===== src/rtl/sr_seq_pkg.sv =====
// rtl/sr_seq_pkg.sv - shared encodings and bit positions for the SR latch sequencer
package sr_seq_pkg;

    typedef enum logic [1:0] {
        ST_IDLE   = 2'd0,
        ST_DRIVE  = 2'd1,
        ST_SETTLE = 2'd2,
        ST_CHECK  = 2'd3
    } state_e;

    typedef enum logic [1:0] {
        CMD_NONE = 2'd0,
        CMD_SET  = 2'd1,
        CMD_RST  = 2'd2,
        CMD_TOG  = 2'd3
    } cmd_e;

    localparam int UO_Q       = 0;
    localparam int UO_BUSY    = 1;
    localparam int UO_ERR     = 2;
    localparam int UO_CONF    = 3;
    localparam int UO_CNT_LSB = 4;

    localparam int UIO_Q  = 0;
    localparam int UIO_QN = 1;
    localparam int UIO_S  = 2;
    localparam int UIO_R  = 3;

    localparam logic [7:0] UIO_OE_VAL = 8'h0C;

    // Toggle becomes a concrete set/reset based on the latch state we believe in.
    function automatic cmd_e resolve_cmd(input cmd_e cmd, input logic q_shadow);
        if (cmd == CMD_TOG) begin
            return q_shadow ? CMD_RST : CMD_SET;
        end
        return cmd;
    endfunction

endpackage


===== src/rtl/sr_seq_sync.sv =====
// rtl/sr_seq_sync.sv - multi-flop input synchronizer with registered rising-edge output
module sr_seq_sync #(
    parameter int STAGES = 2
) (
    input  logic clk,
    input  logic rst_n,
    input  logic d,
    output logic level,
    output logic rise
);

    logic [STAGES-1:0] chain;
    logic              prev;

    always_ff @(posedge clk or negedge rst_n) begin
        if (!rst_n) begin
            chain <= '0;
            prev  <= 1'b0;
            rise  <= 1'b0;
        end else begin
            chain <= {chain[STAGES-2:0], d};
            prev  <= chain[STAGES-1];
            rise  <= chain[STAGES-1] & ~prev;
        end
    end

    assign level = chain[STAGES-1];

endmodule


===== src/rtl/tt_um_sr_latch_seq.sv =====
// rtl/tt_um_sr_latch_seq.sv - non-overlapping S/R pulse sequencer for an external NOR latch
// Optional readback/check path enabled by SR_SEQ_READBACK_EN.
import sr_seq_pkg::*;

module tt_um_sr_latch_seq #(
    parameter int PULSE_W     = 4,
    parameter int SETTLE_W    = 3,
    parameter int SYNC_STAGES = 2
) (
    input  logic       clk,
    input  logic       rst_n,
    input  logic       ena,
    input  logic [7:0] ui_in,
    output logic [7:0] uo_out,
    input  logic [7:0] uio_in,
    output logic [7:0] uio_out,
    output logic [7:0] uio_oe
);

    localparam logic [3:0] PULSE_M1  = 4'(PULSE_W - 1);
    localparam logic [3:0] SETTLE_M1 = 4'(SETTLE_W - 1);

    // Index 0..2: set/rst/tog requests, 3: clr_flags.
    logic [3:0] req_raw, req_lvl, req_rise;
    assign req_raw = {ui_in[7], ui_in[2:0]};

    for (genvar i = 0; i < 4; i++) begin : g_req_sync
        sr_seq_sync #(.STAGES(SYNC_STAGES)) u_sync (
            .clk   (clk),
            .rst_n (rst_n),
            .d     (req_raw[i]),
            .level (req_lvl[i]),
            .rise  (req_rise[i])
        );
    end

`ifdef SR_SEQ_READBACK_EN
    logic [1:0] rb_lvl, rb_rise;
    for (genvar i = 0; i < 2; i++) begin : g_rb_sync
        sr_seq_sync #(.STAGES(SYNC_STAGES)) u_sync (
            .clk   (clk),
            .rst_n (rst_n),
            .d     (uio_in[i]),
            .level (rb_lvl[i]),
            .rise  (rb_rise[i])
        );
    end
    logic unused_ok;
    assign unused_ok = &{1'b0, ena, ui_in[6:3], req_lvl[2:0], req_rise[3], uio_in[7:2], rb_rise};
`else
    logic unused_ok;
    assign unused_ok = &{1'b0, ena, ui_in[6:3], req_lvl[2:0], req_rise[3], uio_in};
`endif

    logic set_e, rst_e, tog_e, clr_lvl, conflict_evt;
    cmd_e req;
    assign set_e        = req_rise[0];
    assign rst_e        = req_rise[1];
    assign tog_e        = req_rise[2];
    assign clr_lvl      = req_lvl[3];
    assign conflict_evt = (set_e & rst_e) | (set_e & tog_e) | (rst_e & tog_e);

    always_comb begin
        req = CMD_NONE;
        if (!conflict_evt) begin
            if (set_e)      req = CMD_SET;
            else if (rst_e) req = CMD_RST;
            else if (tog_e) req = CMD_TOG;
        end
    end

    state_e     state, state_n;
    cmd_e       pend, pend_n, nxt, rc;
    logic [3:0] cnt, cnt_n, cmd_cnt, cmd_cnt_n;
    logic       q_shadow, q_n, drive_s, ds_n, drive_r, dr_n;
    logic       err, err_n, conflict, conf_n;
    logic       start, finish, err_evt;

    always_ff @(posedge clk or negedge rst_n) begin
        if (!rst_n) begin
            state    <= ST_IDLE;
            pend     <= CMD_NONE;
            cnt      <= '0;
            cmd_cnt  <= '0;
            q_shadow <= 1'b0;
            drive_s  <= 1'b0;
            drive_r  <= 1'b0;
            err      <= 1'b0;
            conflict <= 1'b0;
        end else begin
            state    <= state_n;
            pend     <= pend_n;
            cnt      <= cnt_n;
            cmd_cnt  <= cmd_cnt_n;
            q_shadow <= q_n;
            drive_s  <= ds_n;
            drive_r  <= dr_n;
            err      <= err_n;
            conflict <= conf_n;
        end
    end

    always_comb begin
        state_n   = state;
        pend_n    = pend;
        cnt_n     = cnt;
        cmd_cnt_n = cmd_cnt;
        q_n       = q_shadow;
        ds_n      = drive_s;
        dr_n      = drive_r;
        err_n     = err;
        conf_n    = conflict;
        start     = 1'b0;
        finish    = 1'b0;
        err_evt   = 1'b0;
        nxt       = req;
        rc        = CMD_NONE;

        // While busy the newest request replaces whatever was pending.
        if (state != ST_IDLE && req != CMD_NONE) pend_n = req;

        case (state)
            ST_IDLE: start = (req != CMD_NONE);
            ST_DRIVE: begin
                if (cnt == 4'd0) begin
                    state_n = ST_SETTLE;
                    cnt_n   = SETTLE_M1;
                    ds_n    = 1'b0;
                    dr_n    = 1'b0;
                end else begin
                    cnt_n = cnt - 4'd1;
                end
            end
            ST_SETTLE: begin
                if (cnt == 4'd0) begin
`ifdef SR_SEQ_READBACK_EN
                    state_n = ST_CHECK;
`else
                    finish  = 1'b1;
`endif
                end else begin
                    cnt_n = cnt - 4'd1;
                end
            end
            ST_CHECK: begin
`ifdef SR_SEQ_READBACK_EN
                err_evt = (rb_lvl[UIO_Q] == rb_lvl[UIO_QN]) || (rb_lvl[UIO_Q] != q_shadow);
                finish  = 1'b1;
`else
                state_n = ST_IDLE;
`endif
            end
            default: state_n = ST_IDLE;
        endcase

        if (finish) begin
            nxt     = (req != CMD_NONE) ? req : pend;
            state_n = ST_IDLE;
            pend_n  = CMD_NONE;
            start   = (nxt != CMD_NONE);
        end

        if (start) begin
            rc        = resolve_cmd(nxt, q_shadow);
            state_n   = ST_DRIVE;
            cnt_n     = PULSE_M1;
            ds_n      = (rc == CMD_SET);
            dr_n      = (rc == CMD_RST);
            q_n       = (rc == CMD_SET);
            cmd_cnt_n = cmd_cnt + 4'd1;
            pend_n    = CMD_NONE;
        end

        // Set events beat a simultaneous clear.
        if (clr_lvl) begin
            err_n  = 1'b0;
            conf_n = 1'b0;
        end
        if (err_evt)      err_n  = 1'b1;
        if (conflict_evt) conf_n = 1'b1;
    end

    always_comb begin
        uo_out                         = '0;
        uo_out[UO_Q]                   = q_shadow;
        uo_out[UO_BUSY]                = (state != ST_IDLE);
`ifdef SR_SEQ_READBACK_EN
        uo_out[UO_ERR]                 = err;
`else
        uo_out[UO_ERR]                 = 1'b0;
`endif
        uo_out[UO_CONF]                = conflict;
        uo_out[UO_CNT_LSB +: 4]        = cmd_cnt;
        uio_out                        = '0;
        uio_out[UIO_S]                 = drive_s;
        uio_out[UIO_R]                 = drive_r;
    end

    assign uio_oe = UIO_OE_VAL;

endmodule


===== config.mk =====
export PLATFORM = sky130hd
export DESIGN_NAME = tt_um_sr_latch_seq
export DESIGN_NICKNAME = d
export VERILOG_FILES = /design/src/rtl/sr_seq_pkg.sv /design/src/rtl/sr_seq_sync.sv /design/src/rtl/tt_um_sr_latch_seq.sv
export SDC_FILE = /design/constraint.sdc
export NUM_CORES = 1
export LEC_CHECK = 0
export ABC_AREA = 1
export BUFFER_PORTS_ARGS = -buffer_cell sky130_fd_sc_hd__buf_2
export CORE_AREA = 8 8 62 64
export CTS_CLUSTER_SIZE = 24
export DETAILED_ROUTE_END_ITERATION = 10
export DIE_AREA = 0 0 70 72
export PLACE_DENSITY = 0.9
export RECOVER_POWER = 100
export SLEW_MARGIN = 20
export SYNTH_ARGS = -nofsm -noshare
export SYNTH_HDL_FRONTEND = slang
export SYNTH_SLANG_ARGS = --single-unit

===== constraint.sdc =====
create_clock -name clk -period 2.17 [get_ports clk]
set_input_delay 0.434 -clock clk [delete_from_list [all_inputs] [get_ports clk]]
set_output_delay 0.434 -clock clk [all_outputs]
set_load 0.01 [all_outputs]

Yosys cells after proc, flatten, opt, wreduce, memory -nomap -nowiden
Index checks and enable logic that the tools add are counted.
{"block": "word_totals", "regBits": 30, "latch_bits": 0, "mem_bits_rw": 0, "mem_bits_ro": 0, "input_bits": 19, "output_inout_bits": 24, "word_cells": 87, "n_memories": 0}
{"block": "op_classes", "add_sub_neg": 2, "mul": 0, "n_div": 0, "magnitude_cmp": 0, "n_eq_ne": 8, "shift": 0, "muxes": 33, "bitwise_logic": 11, "reduce_logical": 15}
{"op": "two-way mux 2 bit", "n": 16}
{"op": "two-way mux 1 bit", "n": 12}
{"op": "two-way mux 4 bit", "n": 3}
{"op": "nonzero test 2 bit", "n": 6}
{"op": "equality test 2 bit, second input constant", "n": 4}
{"op": "case mux 4 bit (2 select lines)", "n": 1}
{"op": "bitwise AND 1 bit", "n": 6}
{"op": "AND reduction 2 bit", "n": 3}
{"op": "nonzero test 3 bit", "n": 2}
{"op": "adder 4 x 1 -> 4 bit, second input constant", "n": 1}
{"op": "equality test 2 x 1 -> 1 bit, second input constant", "n": 2}
{"op": "logical NOT 4 bit", "n": 1}
{"op": "inequality test 4 bit, second input constant", "n": 1}
{"op": "case mux 2 bit (2 select lines)", "n": 1}
{"op": "nonzero test 4 bit", "n": 1}
{"op": "subtractor 4 x 1 -> 4 bit, second input constant", "n": 1}
{"op": "inequality test 3 bit, second input constant", "n": 1}
{"op": "inverter 1 bit", "n": 3}
{"op": "logical NOT 2 bit", "n": 1}
{"op": "bitwise OR 1 bit", "n": 2}
{"op": "logical AND 1 bit", "n": 1}

Longest topological paths before layout
Gate-level depths: netlist of the first run.
{"block": "logic_depth", "ltp_word": 14, "ltp_mapped": 11}

Cells and area by module
Synthesis of the first run repeated with hierarchy kept, for this count alone.
{"block": "hier_totals", "hier_cells": 166, "hier_area_um2": 1552.7}
{"module": "tt_um_sr_latch_seq", "n_inst": 1, "cells_per_inst": 142, "area_each_um2": 1112.3, "seq_area_each_um2": 400.4}
{"module": "sr_seq_sync", "n_inst": 4, "cells_per_inst": 6, "area_each_um2": 110.1, "seq_area_each_um2": 100.1}

Worst setup path before layout of the first run
No wires, ideal clock.
{"block": "synth_path", "path_kind": "reg-to-reg", "startpoint": "register cnt[0]", "endpoint": "register drive_s", "setup_ns": 0.119, "arrival_time_ns": 1.364, "setup_slack_ns": 0.687, "stages_incl_launch_ff": 10, "synth_period_minus_slack_ns": 1.483, "path_cell_list": "dfrtp_1 inv_1 ha_1 nand2_1 nor2_4 inv_2 o21ai_1 nand2_1 nand3_1 nand2_1"}
{"block": "synth_via", "elab_chain_len": 11}
{"item": "start, declared", "line": "tt_um_sr_latch_seq.sv:74", "source": "logic [3:0] cnt, cnt_n, cmd_cnt, cmd_cnt_n;"}
{"item": "start signal, assigned", "line": "tt_um_sr_latch_seq.sv:93", "source": "cnt <= cnt_n;"}
{"item": "logical NOT 4 bit (*)", "line": "tt_um_sr_latch_seq.sv:125, tt_um_sr_latch_seq.sv:135"}
{"item": "two-way mux 1 bit", "line": "tt_um_sr_latch_seq.sv:135", "source": "if (cnt == 4'd0) begin"}
{"item": "two-way mux 1 bit", "line": "tt_um_sr_latch_seq.sv:122", "source": "case (state)"}
{"item": "two-way mux 2 bit", "line": "tt_um_sr_latch_seq.sv:156", "source": "if (finish) begin"}
{"item": "equality test 2 bit", "line": "sr_seq_pkg.sv:33", "source": "if (cmd == CMD_TOG) begin"}
{"item": "two-way mux 1 bit", "line": "sr_seq_pkg.sv:33"}
{"item": "two-way mux 1 bit", "line": "tt_um_sr_latch_seq.sv:163", "source": "if (start) begin"}
{"item": "two-way mux 2 bit", "line": "sr_seq_pkg.sv:36", "source": "return cmd;"}
{"item": "two-way mux 2 bit", "line": "tt_um_sr_latch_seq.sv:163"}
{"item": "equality test 2 x 1 -> 1 bit", "line": "tt_um_sr_latch_seq.sv:167", "source": "ds_n = (rc == CMD_SET);"}
{"item": "two-way mux 1 bit", "line": "tt_um_sr_latch_seq.sv:163"}
{"item": "end signal, assigned", "line": "tt_um_sr_latch_seq.sv:96", "source": "drive_s <= ds_n;"}
{"item": "end, declared", "line": "tt_um_sr_latch_seq.sv:75", "source": "logic q_shadow, q_n, drive_s, ds_n, drive_r, dr_n;"}
Mark *: on every way between the ends. The rest lies on a longest branch, timed or not. The select of a mux whose other input is x is not followed.
A chain may end at the register's enable or synchronous reset.

Worst setup path in the final report of the first run
{"block": "layout_path", "startpoint": "register g_req_sync[2].u_sync.rise", "endpoint": "register cmd_cnt[0]"}
{"block": "layout_via", "elab_chain_len": 8}
{"item": "start, declared", "line": "sr_seq_sync.sv:9", "source": "output logic rise"}
{"item": "start signal, assigned", "line": "sr_seq_sync.sv:23", "source": "rise <= chain[STAGES-1] & ~prev;"}
{"item": "two-way mux 2 bit or bitwise AND 1 bit (tied branches)", "line": "tt_um_sr_latch_seq.sv:68, tt_um_sr_latch_seq.sv:61"}
{"item": "two-way mux 2 bit or bitwise OR 1 bit (tied branches)", "line": "tt_um_sr_latch_seq.sv:67, tt_um_sr_latch_seq.sv:61"}
{"item": "two-way mux 2 bit or bitwise OR 1 bit (tied branches)", "line": "tt_um_sr_latch_seq.sv:66, tt_um_sr_latch_seq.sv:61"}
{"item": "two-way mux 2 bit (*)", "line": "tt_um_sr_latch_seq.sv:65", "source": "if (!conflict_evt) begin"}
{"item": "nonzero test 2 bit", "line": "tt_um_sr_latch_seq.sv:123, tt_um_sr_latch_seq.sv:157"}
{"item": "two-way mux 2 bit", "line": "tt_um_sr_latch_seq.sv:157", "source": "nxt = (req != CMD_NONE) ? req : pend;"}
{"item": "nonzero test 2 bit", "line": "tt_um_sr_latch_seq.sv:160", "source": "start = (nxt != CMD_NONE);"}
{"item": "two-way mux 1 bit (*)", "line": "tt_um_sr_latch_seq.sv:156"}
{"item": "end signal, assigned", "line": "tt_um_sr_latch_seq.sv:94", "source": "cmd_cnt <= cmd_cnt_n;"}
{"item": "end, declared", "line": "tt_um_sr_latch_seq.sv:74"}
Mark *: on every way between the ends. The rest lies on a longest branch, timed or not.

==> summary.md, run 1 <==
| Metric | Value |
|---|---|
| Final Max Tran Viols | 0 |
| Number of global-route vias before repair | about 1,000 |
| Maxcap violations | 1 |
| Core Util, Final | 54.09% |
| Cells after Synth | 160 |
| Detailed Route Iter0 Violations | 37 |
| Final setup violation count | 0 |
| Library cells used by synthesis | 27 |
| IO buf count | 14 |
| Commonest non-fill, non-tap cells in the layout | 34 x nand2_1, 30 x dfrtp_1, 19 x inv_1 |
| Post-DP HPWL | roughly 1900 um |
| Core footprint | ~2900 um^2 |
| EDFF count, synth | 0 |
| Via/cell ratio | roughly 4.6 |
| Routed Antenna Nets | 0 |
| Die Wd | 70 um |
| Clk_skew | approximately 10 ps |
| LEAKAGE | roughly 0.00081 uW |
| Outcome | finished, violations left |
| Crit share post-route | 83.71% |
| Final #Nets | a little under 200 |
| Die area | between 5000 and 6000 um^2 |
| #FFs+latches synth | 30 |
| Number of post-CTS setup repair buffers | 0 |
| Dpl ws | roughly 520 ps |
| Initial antenna violation count | 0 |
| Cell area after layout | between 1500 and 2000 um^2 |
| PD cells | 1215 nW/um^2 |
| Setup TNS Final | 0 ps |
| Remaining Overflow, GRT | 0 |
| I/O Pins | 43 |
| Mean routed wirelength per cell | between 10 and 15 um |
| Layout cells sized above 1 | ~16% |
| Crit Path Class | reg2reg |
| Seq/Total Area, Yosys | between 40 and 50% |
| All-layer global routing usage | between 10 and 15% |
| Sw Share | 40.86% |
| Crit path max fanout | 8 |
| Router iterations before antenna repair | 4 |
| Critical Path RT | ~2400 ps |
| First-pass GRT wire length | ~4400 um |
| P&R area growth vs syn | 3.038% |
| CTS tree | done |
| Final std cells w/o fill | around 210 |
| # diodes | 0 |
| Largest net degree at the start of global routing | 31 |
| Peak supply drop | 0.0007281 V |
| Worst setup SP type | register |
| Max_slew headroom | 0.9197% |
| RSZ-0062 raised after global routing | false |
| Register share of total power | about two fifths |
| Comb pwr share | about 40% |
| Pint | roughly 1100 uW |
| RR Startpoint | g_req_sync[2].u_sync.rise |
| Top FF cell, synth | dfrtp_1 |
| Min cycle time layout | approximately 1800 ps |
| DP Cell Count | around 200 |
| Root buffer cell | clkbuf_4 |
| Fin. Hold Viols | 0 |
| Placed Area | about 1500 um^2 |
| Asr flop ratio synth | 100.0% |
| Critical path endpoint category | register |
| Rows | 20 |
| CP startpoint | g_req_sync[2].u_sync.rise |
| Synth warn | 0 |
| Clk Latency, worst-skew pair | 340 ps |
| Post-CTS resize count | 0 |
| Worst-path clk slew | 100 ps |
| Clock buffer depth | 2 |
| NetSw | ~780 uW |
| Hold WC Path Type | in2reg |
| Min-Delay Startpoint | ui_in[7] |
| CTS H-tree lvls | 2 |
| Max Freq | approximately 550 MHz |
| Die height | 72 um |
| Commonest non-fill, non-tap cell in the layout | nand2_1 |
| Power share of the clock group | 18.7% |
| GP Congestion | 0.7642 |
| Final Routed Wirelength | roughly 2500 um |
| Critical Path AT | ~2000 ps |
| Setup ws final | ~350 ps |
| CTS Sinks | 30 |
| DRC Markers | 0 |
| Initial Utilization | about 53% |
| Total CTS buffers | 5 |
| Via count | between 900 and 1,000 |
| Synthesized cell area | ~1500 um^2 |
| Mapped Avg Cell Area | roughly 9.5 um^2 |
| Actual slew at the worst max-slew pin | roughly 1500 ps |
| Post-CTS Hold Fix Bufs | 0 |
| Failing checks | max-capacitance violations |
[layer usage]
| metal | up-vias | global-route usage [%] | routed length, um |
|---|---|---|---|
| met5 | - | 0 | 0 |
| met4 | 0 | 11.38 | 90 |
| met3 | 8 | 3.274 | 126 |
| met1 | 448 | 11.37 | 1025 |
| li1 | 494 | - | - |
| met2 | 20 | 17.97 | 1270 |
[cell type report]
type | instances | area (um^2)
clock buffer | 6 | 51.30
multi-input combinational | 103 | 578.1
fill | 267 | 1333
sequential | 30 | 750.7
tap | 33 | 41.29
timing repair buffer | 14 | 57.56
inverter | 21 | 78.83
clock inverter | 2 | 12.51
[stage by stage]
step                      total power [uW]  hold WS, ps
after global routing                  2081        169.8
after CTS                             1966        109.6
after floorplan                       1444        138.4
after detailed placement              1601        337.9
after global placement                1555        333.6
final                                 1907        187.7
[registers in the layout, summed over array words and instances (netlist names)]
| signal | count |
|---|---|
| q_shadow | 1 |
| drive_r | 1 |
| pend | 2 |
| drive_s | 1 |
| conflict | 1 |
| g_req_sync.u_sync.chain | 8 |
| cmd_cnt | 4 |
| state | 2 |
| g_req_sync.u_sync.prev | 3 |
| g_req_sync.u_sync.rise | 3 |
| cnt | 4 |
[Yosys cell counts (2+ instances only)]
| cell type | n | share of area, % |
|---|---|---|
| nand2_1 | 31 | 7.6 |
| dfrtp_1 | 30 | 49 |
| buf_4 | 19 | 9.4 |
| inv_1 | 19 | 4.7 |
| nand3_1 | 11 | 3.6 |
| nor2_1 | 9 | 2.2 |
| nand2_4 | 6 | 4.4 |
| o21ai_1 | 5 | 1.6 |
| nand2_2 | 3 | 1.2 |
| o21ai_0 | 3 | 0.98 |
| xor2_1 | 3 | 1.7 |
| conb_1 | 2 | 0.49 |
| ha_1 | 2 | 1.6 |
| inv_2 | 2 | 0.49 |
| nand4_1 | 2 | 0.82 |
| o22ai_1 | 2 | 0.82 |
[power by group through the flow]
stage	logic [uW]	clock network (uW)	registers, uW
after floorplan	641	0	803
after global placement	757	0	799
after detailed placement	795	0	806
after CTS	798	369	799
final	749	357	802
after global routing	867	394	820
[worst paths after layout]
check / to / slack, ps / cells after the start
max in group asynchronous: cnt[0] / 870 / 1
worst max register to register: cmd_cnt[0] / 350 / 8
worst min-delay path: g_req_sync[3].u_sync.chain[0] / 190 / 1
worst max-delay path: cmd_cnt[0] / 350 / 8
worst min register to register: g_req_sync[1].u_sync.chain[1] / 360 / 0
min in group asynchronous: drive_r / 430 / 1
[worst max-delay path, stage by stage (launching register included)]
cell	delay (ps)
dfrtp_1	420
inv_1	60
nand2_1	170
nand2_4	70
nand2_1	220
nand4_4	170
nand2_1	270
nand2_4	140
xor2_1	170
[cells by family (layout without fill, tap and decap cells)]
kind of cell	after synthesis	in the layout	synth area share, %
fa+ha+maj	2	2	1.642
simple gates	69	69	25.70
compound gates	13	13	6.075
buf+inv	40	43	14.53
other cells	2	15	0.4928
xor+xnor	4	4	2.299
flops	30	30	49.26
(Power assumes the default switching activity.)
==> run 2, diff against run 1 <==
- CORE_AREA: 8 8 62 64 -> 8 8 64 66
- DIE_AREA: 0 0 70 72 -> 0 0 72 74
- PLACE_DENSITY: 0.9 -> 0.85
- clock period: 2.17 -> 1.8 ns (I/O delays scaled with it)
==> summary.md, run 2 (synthesized netlist as in run 1, its figures left out) <==
| Metric | Value |
|---|---|
| Hold WC Path Type | in2reg |
| Post-CTS Hold Fix Bufs | 0 |
| First-pass GRT wire length | 4271 um |
| PD cells | 1402 nW/um^2 |
| Setup TNS Final | 0 ps |
| Commonest non-fill, non-tap cells in the layout | 32 x nand2_1, 30 x dfrtp_1, 20 x inv_1 |
| IO buf count | 14 |
| Number of post-CTS setup repair buffers | 0 |
| Peak supply drop | between 0.0009 and 0.001 V |
| Outcome | finished, violations left |
| Core Util, Final | between 40% and 50% |
| # diodes | 0 |
| Maxcap violations | 1 |
| Via/cell ratio | ~4.5 |
| Detailed Route Iter0 Violations | 28 |
| Final #Nets | 197 |
| Fin. Hold Viols | 0 |
| Top flop regs | g_req_sync.u_sync.chain x8, cmd_cnt x4, cnt x4 |
| Max Freq | roughly 600 MHz |
| Routed Antenna Nets | 0 |
| Clk_skew | around 9.0 ps |
| Crit Path Class | reg2out |
| Die height | between 70 and 80 um |
| Actual slew at the worst max-slew pin | between 1500 and 2000 ps |
| CTS Sinks | 30 |
| GP Congestion | between 0.7 and 0.8 |
| Post-CTS resize count | 0 |
| Clk Latency, worst-skew pair | between 300 and 400 ps |
| CP cell instances | nor2_1 -> inv_1 -> clkbuf_1 |
| Mean routed wirelength per cell | roughly 11 um |
| Router iterations before antenna repair | 4 |
| CP peak stage delay | ~400 ps |
| Die Wd | between 70 and 80 um |
| Largest Register | g_req_sync.u_sync.chain |
| Final Routed Wirelength | around 2400 um |
| All-layer global routing usage | between 10% and 20% |
| Final-layout fill cell count | slightly above 300 |
| Remaining Overflow, GRT | 0 |
| Total CTS buffers | 5 |
| Min cycle time layout | between 1500 and 2000 ps |
| Critical path endpoint category | output port |
| Final setup violation count | 0 |
| Crit path max fanout | 3 |
| Commonest non-fill, non-tap cell in the layout | nand2_1 |
| Core footprint | between 3000 and 4000 um^2 |
| Largest net degree at the start of global routing | 31 |
| Number of global-route vias before repair | between 1,000 and 1,500 |
| CTS tree | done |
| Initial antenna violation count | 0 |
| Via count | between 900 and 1,000 |
| CTS H-tree lvls | 2 |
| Failing checks | max-capacitance violations, max-slew violations |
| Initial Utilization | a little under half |
| DRC Markers | 0 |
| FF/Latch Area | 750.7 um^2 |
| Critical Path AT | approximately 1300 ps |
| Final Max Tran Viols | 31 |
| Slowest stage cell, crit path | dfrtp_1 |
| I/O Pins | 43 |
| Max reg flops | 8 |
| Root buffer cell | clkbuf_4 |
| Area occupied by multi-input gates | 575.6 um^2 |
| Die area | about 5300 um^2 |
| Critical Path RT | between 1000 and 1500 ps |
| Worst-path clk slew | approximately 90 ps |
| RSZ-0062 raised after global routing | false |
| Post-DP HPWL | about 1800 um |
| Worst setup SP type | register |
| Clock buffer depth | 2 |
| Crit share post-route | around 93% |
| P&R area growth vs syn | 3.366% |
| Max_slew headroom | -2.224% |
| Layout cells sized above 1 | around 16% |
| LEAKAGE | between 0.0008 and 0.0009 uW |
| Rows | 21 |
[run 2: stage by stage]
step / instance area, um^2 / setup WS [ps] / instances / total power (uW) / hold slack (ps)
2_1_floorplan: 1573 / 316.5 / 173 / 1741 / 64.41
3_3_place_gp: 1558 / 195.6 / 214 / 1877 / 332.0
3_5_place_dp: 1558 / 171.3 / 214 / 1923 / 339.3
4_1_cts: 1605 / 84.27 / 221 / 2293 / 36.03
5_1_grt: 1575 / 28.26 / 222 / 2424 / 104.4
6_report: 1575 / 128.0 / 222 / 2209 / 128.1
[run 2: path summary, 6_finish.rpt]
kind	start	to	slack (ps)	cells after the start
worst max register to register	g_req_sync[2].u_sync.rise	cnt[0]	210	9
max in group asynchronous	rst_n	cmd_cnt[2]	510	1
worst min register to register	g_req_sync[3].u_sync.chain[0]	g_req_sync[3].u_sync.chain[1]	360	0
worst min-delay path	ui_in[7]	g_req_sync[3].u_sync.chain[0]	130	1
worst max-delay path	state[0]	uo_out[1]	130	3
min in group asynchronous	rst_n	pend[1]	390	1
[run 2: cell type report]
| cell class | count | share of cell area, % |
|---|---|---|
| Multi-Input combinational cell | 103 | 36.54 |
| Clock inverter | 2 | 0.6354 |
| Clock buffer | 5 | 2.383 |
| Timing Repair Buffer | 15 | 4.130 |
| Inverter | 21 | 5.004 |
| Sequential cell | 30 | 47.66 |
| Tap cell | 46 | 3.654 |
[run 2: routing by layer]
metal	track usage (%)	vias up	share of wire, %
li1	-	494	-
met1	11.13	460	42
met2	16.70	28	51
met3	4.582	6	4.5
met4	7.483	0	2.4
met5	0	-	0
[run 2: worst max-delay path, delay by kind of cell (launching register included)]
family        cells  cell delay (ps)
flops             1              410
simple gates      1              360
buf+inv           2              210
[run 2: power by group]
group / internal [uW] / switching, uW
logic: 328 / 568
registers: 839 / 120
clock network: 140 / 214
total: 1310 / 902
==> run 3, diff against run 2 <==
- clock period: 1.8 -> 1.75 ns (I/O delays scaled with it)
==> summary.md, run 3 (synthesized netlist as in run 1, its figures left out) <==
| Metric | Value |
|---|---|
| Min-Delay Startpoint | ui_in[7] |
| Outcome | finished, violations left |
| Commonest non-fill, non-tap cells in the layout | 32 x nand2_1, 30 x dfrtp_1, 19 x inv_1 |
| Router iterations before antenna repair | 4 |
| GP Congestion | around 0.8 |
| WHS Endpoint | g_req_sync[3].u_sync.chain[0] |
| Critical Path RT | 1400 ps |
| Final #Nets | a little under 200 |
| CTS Sinks | 30 |
| First-pass GRT wire length | 4271 um |
| Setup TNS Final | 0 ps |
| Via count | 986 |
| Number of global-route vias before repair | between 1,000 and 1,500 |
| Layout cells sized above 1 | between 15 and 20% |
| Initial Utilization | roughly 48% |
| PD cells | ~1400 nW/um^2 |
| Top flop regs | g_req_sync.u_sync.chain x8, cmd_cnt x4, cnt x4 |
| RR Startpoint | cnt[0] |
| Largest net degree at the start of global routing | 31 |
| Maxcap violations | 1 |
| Die Wd | about 72 um |
| Register share of total power | between 40% and 50% |
| Total CTS buffers | 5 |
| CP peak stage delay | slightly above 400 ps |
| Remaining Overflow, GRT | 0 |
| NetSw | 943.0 uW |
| RSZ-0062 raised after global routing | true |
| Crit path max fanout | 3 |
| Routed Antenna Nets | 0 |
| CTS tree | done |
| Initial antenna violation count | 0 |
| Peak supply drop | about 0.00097 V |
| WP buf/inv | 2 |
| CTS H-tree lvls | 2 |
| Met1 Usage GRT | 11.13% |
| Pint | ~1400 uW |
| Reg-to-reg slack, setup | 160 ps |
| Core footprint | 3179 um^2 |
| CP cell instances | nor2_1 -> inv_1 -> buf_2 |
| R2R Path End | cnt[0] |
| Root buffer cell | clkbuf_4 |
| Critical path endpoint category | output port |
| Max reg flops | 8 |
| Final setup violation count | 0 |
| M2 GR Usage | 16.70% |
| Final Routed Wirelength | 2401 um |
| Crit share post-route | 95.20% |
| Worst reg2reg path depth | 9 |
| DRC Markers | 0 |
| Sw Share | between 40 and 50% |
| All-layer global routing usage | a little over a tenth |
| Detailed Route Iter0 Violations | 27 |
| Via/cell ratio | ~4.4 |
| Clk_skew | 8.947 ps |
| Rows | 21 |
| Crit Path Class | reg2out |
| Mean routed wirelength per cell | around 11 um |
| Worst setup SP type | register |
| WHS Path Cells | 1 |
| Commonest non-fill, non-tap cell in the layout | nand2_1 |
| DP Cell Count | 214 |
| # diodes | 0 |
| Slowest stage cell, crit path | dfrtp_1 |
| Min cycle time layout | ~1700 ps |
| P&R area growth vs syn | 4.598% |
| Max Freq | 600.2 MHz |
| Critical Path AT | 1320 ps |
| Largest Register | g_req_sync.u_sync.chain |
| Die height | 74 um |
| IO buf count | 14 |
| Comb pwr share | slightly above 40% |
| Failing checks | max-capacitance violations, max-slew violations |
| Clock buffer depth | 2 |
| Hold WC Path Type | in2reg |
| CP startpoint | state[0] |
| Clk Latency, worst-skew pair | 330 ps |
| Cell area after layout | 1594 um^2 |
| LEAKAGE | just over 0.0008 uW |
| Die area | roughly 5300 um^2 |
| Fin. Hold Viols | 0 |
| Top delay family on crit path | flip-flops |
| I/O Pins | 43 |
| Gr busiest metal | met2 |
| Core Util, Final | between 50% and 60% |
| Max_slew headroom | -2.587% |
| Final Max Tran Viols | 31 |
| Power share of the clock group | 15.9% |
| Actual slew at the worst max-slew pin | roughly 1500 ps |
| Placed Area | 1558 um^2 |
| Post-DP HPWL | 1827 um |
| Final std cells w/o fill | approximately 220 |
| GR Util met3 | under 10% |
| Worst-path clk slew | 90 ps |
run 3: cell types whose count changed in the layout (fill, tap and decap cells not counted), sizes merged:
cell,previous run,this run
clkbuf,15,14
buf,5,6
run 3: power groups by stage:
stage	Combinational (uW)	Sequential, uW	Clock, uW
floorplan	795	995	0
global placement	941	989	0
detailed placement	983	995	0
CTS	989	983	386
global route	1110	1010	407
finish	954	986	366
run 3: worst max-delay path by stage:
stage | endpoint | slack, ps | cells past startpoint
finish | uo_out[1] | 80 | 3
global route | q_shadow | -6 | 9
CTS | uo_out[1] | 40 | 3
detailed placement | cnt[0] | 120 | 9
global placement | q_shadow | 150 | 9
floorplan | drive_s | 270 | 9
run 3: timing repair:
action / in CTS / in global routing
hold buffers: 0 / 0
setup endpoints to repair: 0 / 7
resized for setup: 0 / 0
buffers inserted: 0 / 1
run 3: metal layers:
| layer | wire length (um) | up-vias |
|---|---|---|
| met5 | 0 | - |
| met4 | 57 | 0 |
| met3 | 118 | 6 |
| met2 | 1237 | 32 |
| met1 | 987 | 456 |
| li1 | - | 492 |
run 3: through the flow:
stage	setup WS, ps	power [uW]	hold WS (ps)
after CTS	44.27	2359	26.03
after floorplan	266.5	1791	54.41
after global placement	145.6	1930	332.0
final	83.98	2305	115.0
after detailed placement	121.3	1978	339.3
after global routing	-5.952	2524	94.44
run 3: final cells by class:
type	count	area, um^2
flip-flops and latches	30	750.7
clock buffers	5	37.54
clock inverters	2	10.01
fillers	306	1585
well taps	46	57.56
multi-input cells	103	593.1
inverters	21	78.83
repair buffers	15	66.31
